`config.mk`:
```
export PLATFORM = sky130hd
export DESIGN_NAME = uart_tx_ctrl
export DESIGN_NICKNAME = d
export VERILOG_FILES = /design/src/rtl/uart_tx_ctrl.sv
export SDC_FILE = /design/constraint.sdc
export NUM_CORES = 1
export LEC_CHECK = 0
export ABC_AREA = 1
export BUFFER_PORTS_ARGS = -buffer_cell sky130_fd_sc_hd__buf_2
export CORE_ASPECT_RATIO = 1.4
export CORE_UTILIZATION = 31
export CTS_CLUSTER_SIZE = 12
export DETAILED_ROUTE_END_ITERATION = 7
export HOLD_SLACK_MARGIN = 0.02
export PLACE_DENSITY_LB_ADDON = 0.08
export SYNTH_ARGS = -nofsm -noshare
export SYNTH_HDL_FRONTEND = slang
export SYNTH_SLANG_ARGS = --single-unit
export TNS_END_PERCENT = 50
```
`constraint.sdc`:
```
create_clock -name clk -period 1.8 [get_ports clk]
set_input_delay 0.27 -clock clk [delete_from_list [all_inputs] [get_ports clk]]
set_output_delay 0.27 -clock clk [all_outputs]
set_load 0.02 [all_outputs]
```
`src/rtl/uart_tx_ctrl.sv`:
```
`timescale 1ns/1ps
// uart_tx_ctrl
// UART transmit sequencer. A one-entry holding register takes bytes over a
// valid/ready handshake. Each byte is framed as start, data[0..7], stop and
// shifted out LSB first. The bit period is baud_div+1 clk cycles, and
// baud_div is latched when a frame is loaded.
//
// State table:
//   state | meaning
//   IDLE  | line idle (tx=1); waiting for hold_full && en
//   SEND  | frame shifting out; the next frame may chain in with no gap
//
// Ports:
//   clk       in   system clock, rising edge
//   rst_n     in   async active-low reset
//   rst       in   sync soft clear, active-high
//   en        in   gates the start of new frames only
//   baud_div  in   [DIV_W-1:0] bit period minus one
//   tx_data   in   [7:0] byte to send
//   tx_valid  in   tx_data valid
//   tx_ready  out  holding register empty (registered)
//   tx        out  serial line, idle high
//   busy      out  high while in SEND
//   tx_done   out  one-cycle pulse after the stop bit completes
module uart_tx_ctrl #(
   parameter int DIV_W = 16
) (
   input  logic             clk,
   input  logic             rst_n,
   input  logic             rst,
   input  logic             en,
   input  logic [DIV_W-1:0] baud_div,
   input  logic [7:0]       tx_data,
   input  logic             tx_valid,
   output logic             tx_ready,
   output logic             tx,
   output logic             busy,
   output logic             tx_done
);

   typedef enum logic {IDLE = 1'b0, SEND = 1'b1} state_t;

   state_t           state, state_nxt;
   logic [9:0]       frame;
   logic [7:0]       hold;
   logic             hold_full;
   logic [DIV_W-1:0] div_q;
   logic [DIV_W-1:0] cnt;
   logic [3:0]       bit_cnt;
   logic             done_q;

   logic bit_end;
   logic last_bit;
   logic load;
   logic write;

   assign write    = tx_valid && !hold_full;
   assign bit_end  = (state == SEND) && (cnt == div_q);
   assign last_bit = bit_end && (bit_cnt == 4'd9);
   // A new frame loads from IDLE, or back-to-back at the stop-bit end.
   assign load     = hold_full && en && ((state == IDLE) || last_bit);

   // state register
   always_ff @(posedge clk or negedge rst_n) begin
      if (!rst_n)
         state <= IDLE;
      else if (rst)
         state <= IDLE;
      else
         state <= state_nxt;
   end

   // next-state logic
   always_comb begin
      state_nxt = state;
      case (state)
         IDLE: if (load) state_nxt = SEND;
         SEND: if (last_bit && !load) state_nxt = IDLE;
         default: state_nxt = IDLE;
      endcase
   end

   // outputs
   always_comb begin
      tx       = frame[0];
      busy     = (state == SEND);
      tx_ready = !hold_full;
      tx_done  = done_q;
   end

   // datapath: holding register, frame shifter, baud and bit counters
   always_ff @(posedge clk or negedge rst_n) begin
      if (!rst_n) begin
         frame     <= 10'h3FF;
         hold      <= 8'h00;
         hold_full <= 1'b0;
         div_q     <= '0;
         cnt       <= '0;
         bit_cnt   <= 4'd0;
         done_q    <= 1'b0;
      end else if (rst) begin
         frame     <= 10'h3FF;
         hold      <= 8'h00;
         hold_full <= 1'b0;
         div_q     <= '0;
         cnt       <= '0;
         bit_cnt   <= 4'd0;
         done_q    <= 1'b0;
      end else begin
         if (write)
            hold <= tx_data;
         // a write coinciding with a drain leaves the register full
         if (write)
            hold_full <= 1'b1;
         else if (load)
            hold_full <= 1'b0;

         done_q <= last_bit;

         if (load) begin
            frame   <= {1'b1, hold, 1'b0};
            div_q   <= baud_div;
            cnt     <= '0;
            bit_cnt <= 4'd0;
         end else if (last_bit) begin
            frame   <= 10'h3FF;
            cnt     <= '0;
            bit_cnt <= 4'd0;
         end else if (bit_end) begin
            frame   <= {1'b1, frame[9:1]};
            cnt     <= '0;
            bit_cnt <= bit_cnt + 4'd1;
         end else if (state == SEND) begin
            cnt <= cnt + DIV_W'(1);
         end
      end
   end

endmodule
```
# Yosys cells after proc, flatten, opt, wreduce, memory -nomap -nowiden
# Index checks and enable logic that the tools add are counted.
dict set report word_totals {
  register_bits 57
  latch_bits 0
  mem_bits_rw 0
  romBits 0
  inputBits 29
  output_inout_bits 4
  wordCells 52
  mem_count 0
}
dict set report classes {
  addsub 2
  n_mul 0
  n_div 0
  order_cmp 0
  eq_ne 2
  n_shift 0
  n_mux 25
  n_bitwise 1
  reduce_logical 14
}
# cell n
set ops {}
lappend ops {{16-bit two-way mux} 7}
lappend ops {{10-bit two-way mux} 4}
lappend ops {{16-bit by 1-bit adder with 16-bit output, second input constant} 1}
lappend ops {{16-bit == test} 1}
lappend ops {{4-bit two-way mux} 4}
lappend ops {{8-bit two-way mux} 2}
lappend ops {{1-bit two-way mux} 7}
lappend ops {{1-bit logical AND} 6}
lappend ops {{5-bit nonzero test} 1}
lappend ops {{4-bit by 1-bit adder with 4-bit output, second input constant} 1}
lappend ops {{4-bit == test, second input constant} 1}
lappend ops {{2-bit nonzero test} 2}
lappend ops {{4-bit nonzero test} 1}
lappend ops {{3-bit nonzero test} 1}
lappend ops {{1-bit zero test} 2}
lappend ops {{1-bit case mux with 2 select lines} 1}
lappend ops {{1-bit logical OR} 1}
lappend ops {{1-bit inverter} 1}

# Logic depth before layout (Yosys ltp)
dict set report depth {
  ltp_word 10
  depth_mapped 14
}

# Worst setup path before layout
# No wires, ideal clock.
dict set report synth_path {
  path_type {register to register}
  from {register cnt[4]}
  to {register bit_cnt[0]}
  setup_ns 0.120
  t_arrival_ns 1.718
  required_ns 1.680
  setup_slack_ns -0.038
  stages_incl_launch_ff 13
  period_less_slack_ns 1.838
  cell_sequence {dfrtp_1 -> buf_4 -> nand2_1 -> nand2_1 -> nor2_1 -> nand2_1 -> nor2_2 -> nand2_2 -> o21bai_4 -> nand2_4 -> nand2_1 -> buf_4 -> nor2_1}
}
dict set report synth_between {
  elab_chain_len 7
  elab_cells_between_ends 9
  classes_between {eq/ne (1); mux (3); reduce/logical (5)}
}
# item line
set synth_rtl {}
lappend synth_rtl {{start, declared} 48} ;# logic [DIV_W-1:0] cnt;
lappend synth_rtl {{start signal, assigned} 134} ;# cnt <= cnt + DIV_W'(1);
lappend synth_rtl {{16-bit == test (*)} 58} ;# assign bit_end = (state == SEND) && (cnt == div_q);
lappend synth_rtl {{1-bit logical AND (*)} 58}
lappend synth_rtl {{1-bit logical AND} 59} ;# assign last_bit = bit_end && (bit_cnt == 4'd9);
lappend synth_rtl {{1-bit logical OR} 61} ;# assign load = hold_full && en && ((state == IDLE) || last_bit);
lappend synth_rtl {{1-bit logical AND} 61}
lappend synth_rtl {{4-bit two-way mux} 120} ;# if (load) begin
lappend synth_rtl {{4-bit two-way mux} 101} ;# end else if (rst) begin
lappend synth_rtl {{end signal, assigned} 132} ;# bit_cnt <= bit_cnt + 4'd1;
lappend synth_rtl {{end, declared} 49} ;# logic [3:0] bit_cnt;
# Mark *: on every way between the ends. The rest lies on a longest branch, timed or not.
# A chain may end at the register's enable or synchronous reset.

# Final worst setup path
dict set report layout_path {
  from {register div_q[6]}
  to {register div_q[10]}
}
dict set report layout_between {
  elab_chain_len 6
}
# item line
set layout_rtl {}
lappend layout_rtl {{start, declared} 47} ;# logic [DIV_W-1:0] div_q;
lappend layout_rtl {{start signal, assigned} 122} ;# div_q <= baud_div;
lappend layout_rtl {{16-bit == test} 58}
lappend layout_rtl {{1-bit logical AND} 58}
lappend layout_rtl {{1-bit logical AND} 59}
lappend layout_rtl {{1-bit logical OR} 61}
lappend layout_rtl {{1-bit logical AND} 61}
lappend layout_rtl {{2-bit nonzero test (no source line)} -}
# Every way passes these cells.

==> flow_summary.json <==
{
  "status": "finished clean",
  "ant_nets": 0,
  "cap_viol_max_count": 0,
  "postSynthCellCount": 442,
  "initial_core_util_pct": 31.8,
  "worstPathArrival_ps": 1970,
  "drive_above_1_share_pct": 37.0,
  "ys_seq_area_share_pct": 42.7,
  "synth_common_cells": "nand2_1, inv_1, dfrtp_1",
  "power_w": 0.00313,
  "min_from": "baud_div[14]",
  "tns_ps": 0,
  "cts.path.max_buffers": 2,
  "cts.sinks": 56,
  "htreeDepth": 2,
  "drt_wl_total_um": 9850,
  "first_pass_iters": 4,
  "min_period_ps": 1790,
  "core_area_um2": 10400,
  "grt_pass1_wl_um": 15800,
  "root_buffer": "clkbuf_16",
  "clkTransAtPathRegs_ps": 80,
  "viasPerCell": 4.70,
  "cts_buffers": 5,
  "synth_area_per_cell_um2": 7.49,
  "rsz0062_at_grt": "true",
  "internal_power_w": 0.00219,
  "final_nets": 596,
  "async_flop_share_pct": 100,
  "final_core_util_pct": 44.9,
  "switchingPower_w": 0.000938,
  "portBuffers": 32,
  "peakVddDrop_v": 0.000489,
  "fillers": 1048,
  "grt_max_degree": 57,
  "finalClockSkew_ps": 15.9,
  "syn_nets": 474,
  "slew_viol_final": 0,
  "sw_frac_of_total_pct": 30.0,
  "period_share_pct": 99.2,
  "grt_pass1_vias": 3220,
  "synth_cell_type_count": 34,
  "startpoint": "div_q[6]$_DFFE_PN0P_",
  "pwr-share-clk_pct": 32.6,
  "die_x_um": 89.4,
  "synth_warnings": 0,
  "synth_edf_count": 0,
  "worstPathRequired_ps": 1980,
  "fmax_mhz": 560,
  "synth_top_flop_cell": "dfrtp_1",
  "vias": 3301,
  "dieArea_um2": 11100,
  "slew_headroom_pct": 74.7,
  "comb_power_share_pct": 22.3,
  "hold_violations": 0,
  "die_y_um": 124,
  "synth_top_area_share_pct": 35.5,
  "drtIter0Drc": 148,
  "post_drt_wl_per_cell_um": 14.0,
  "endpoint_kind": "flop",
  "powerDensity_nw_per_um2": 668,
  "ys_top_cells_by_area": "dfrtp_1, nand2_1, dfstp_2",
  "place_congestion": 0.856,
  "finalSetupViolCount": 0,
  "tightest_slew_ps": 378,
  "cts_tree": "yes",
  "rows": 44,
  "clk_latency_ps": 310,
  "r2r_start": "div_q[6]$_DFFE_PN0P_",
  "antenna_found_initial": 0,
  "critPathLaunchType": "flop",
  "ios": 33,
  "synth_largest_area_cell": "dfrtp_1",
  "area_growth_pct": 41.2,
  "min_path_type": "input pin to flop",
  "synth.most_common_cell": "nand2_1",
  "gr-usage-all-layers_pct": 18.8,
  "post-route-drc-count": 0,
  "num_antenna_cells": 0,
  "dp_hpwl_um": 7460,
  "synth-seq-cells": 56,
  "p_seq_share_pct": 45.1,
  "place_area_um2": 4290,
  "p_leak_nw": 2.35,
  "path_max_fanout": 8,
  "syn-cell-area_um2": 3310,
  "fin_area_um2": 4680,
  "grt-ovfl-total": 0,
  "path_class": "flop to flop"
}
## cells in the final DEF, fill, tap and decap left out, types with 3 or more instances in the layout
cell type  Yosys  routed
dfstp_2        9       9
o21ai_0       20      13
buf_2          1      32
xor2_1        11      11
buf_6          2       4
inv_2          8      10
nor2_2         2       7
nand3_1       30      29
o21ai_1        0       3
nand2_1      132     115
nor2_4         0       3
nor2_1        25      17
inv_1         60      58
a21oi_1        6       4
nand2_4        1       4
o2111ai_1      7       7
clkbuf_16      0       6
nand2_2        3      17
nor3_1        10       8
buf_12         0       5
buf_4          3      85
ha_1           3       3
nand4_1       23      23
o21ai_2       10      14
dfrtp_1       47      46
o22ai_1       11      11
## per-layer routing
metal / share of wire (%) / vias up / global-route usage, %
li1: - / 1677 / -
met1: 41 / 1569 / 22.1
met2: 56 / 49 / 34.8
met3: 2.2 / 6 / 2.32
met4: 0.96 / 0 / 5.23
met5: 0 / - / 0
## power groups by stage
stage	Sequential [W]	Combinational, W	Clock, W
6_report	0.00141	0.000697	0.00102
3_3_place_gp	0.00143	0.000627	0
5_1_grt	0.00142	0.000782	0.00110
4_1_cts	0.00141	0.000654	0.00106
2_1_floorplan	0.00143	0.000346	0
3_5_place_dp	0.00143	0.000632	0
## sequential cells by signal (all words and copies together), names as in the netlist
signal     cells
div_q         16
cnt           16
hold           8
bit_cnt        4
hold_full      1
frame          9
busy           1
tx_done        1
## kinds of logic after synthesis
kind of cell             count (synthesis)  synth area share, %
flip-flops                              56                 42.7
AO/OA/AOI/OAI                           56                 11.3
adder cells (fa/ha/maj)                  3                 1.13
XOR/XNOR                                12                 3.17
AND/OR/NAND/NOR                        233                 31.6
buffers and inverters                   82                 10.1
## worst paths after layout
kind,slack [ps],depth (start not counted),to
setup / recovery,10,12,div_q[10]$_DFFE_PN0P_
hold / removal,160,3,div_q[14]$_DFFE_PN0P_
setup reg to reg,10,12,div_q[10]$_DFFE_PN0P_
hold reg to reg,470,2,frame[5]$_DFFE_PN1P_
max in group asynchronous,980,3,frame[5]$_DFFE_PN1P_
min in group asynchronous,500,3,cnt[15]$_DFFE_PN0P_
## metrics by stage
step	instances	hold slack (ps)	worst slack, ps
after floorplan	442	-25.6	-2.84
after global placement	685	305	-39.7
after detailed placement	685	302	-78.5
after CTS	697	169	-32.0
after global routing	703	174	-126
final	703	164	14.6
## worst max-delay path: stages, from the launching register on
cell	delay, ps
dfrtp_1	410
inv_2	60
nand2_2	80
nand2_1	50
nor2_1	110
nand2_1	90
nor2_2	150
nand2_2	80
o21bai_4	150
nand2_4	130
nand2_4	130
buf_12	140
o21ai_0	80
## layout make-up
type	count	area (um^2)	share of cell area, %
inverter	69	259	5.54
tap	138	173	3.69
clock buffer	5	125	2.68
multi-input combinational	304	1700	36.4
timing repair buffer	128	978	20.9
sequential	56	1410	30.2
clock inverter	3	26.3	0.562
## repair_timing
| item | in CTS | in global routing |
|---|---|---|
| gates cloned | 0 | 1 |
| resized for setup | 7 | 43 |
| hold endpoints to repair | 47 | 0 |
| pin swaps | 1 | 10 |
| hold buffers | 1 | 0 |
| buffers inserted | 3 | 5 |
| endpoints found under the setup margin | 34 | 46 |
Power figures use the tool's default switching activity.
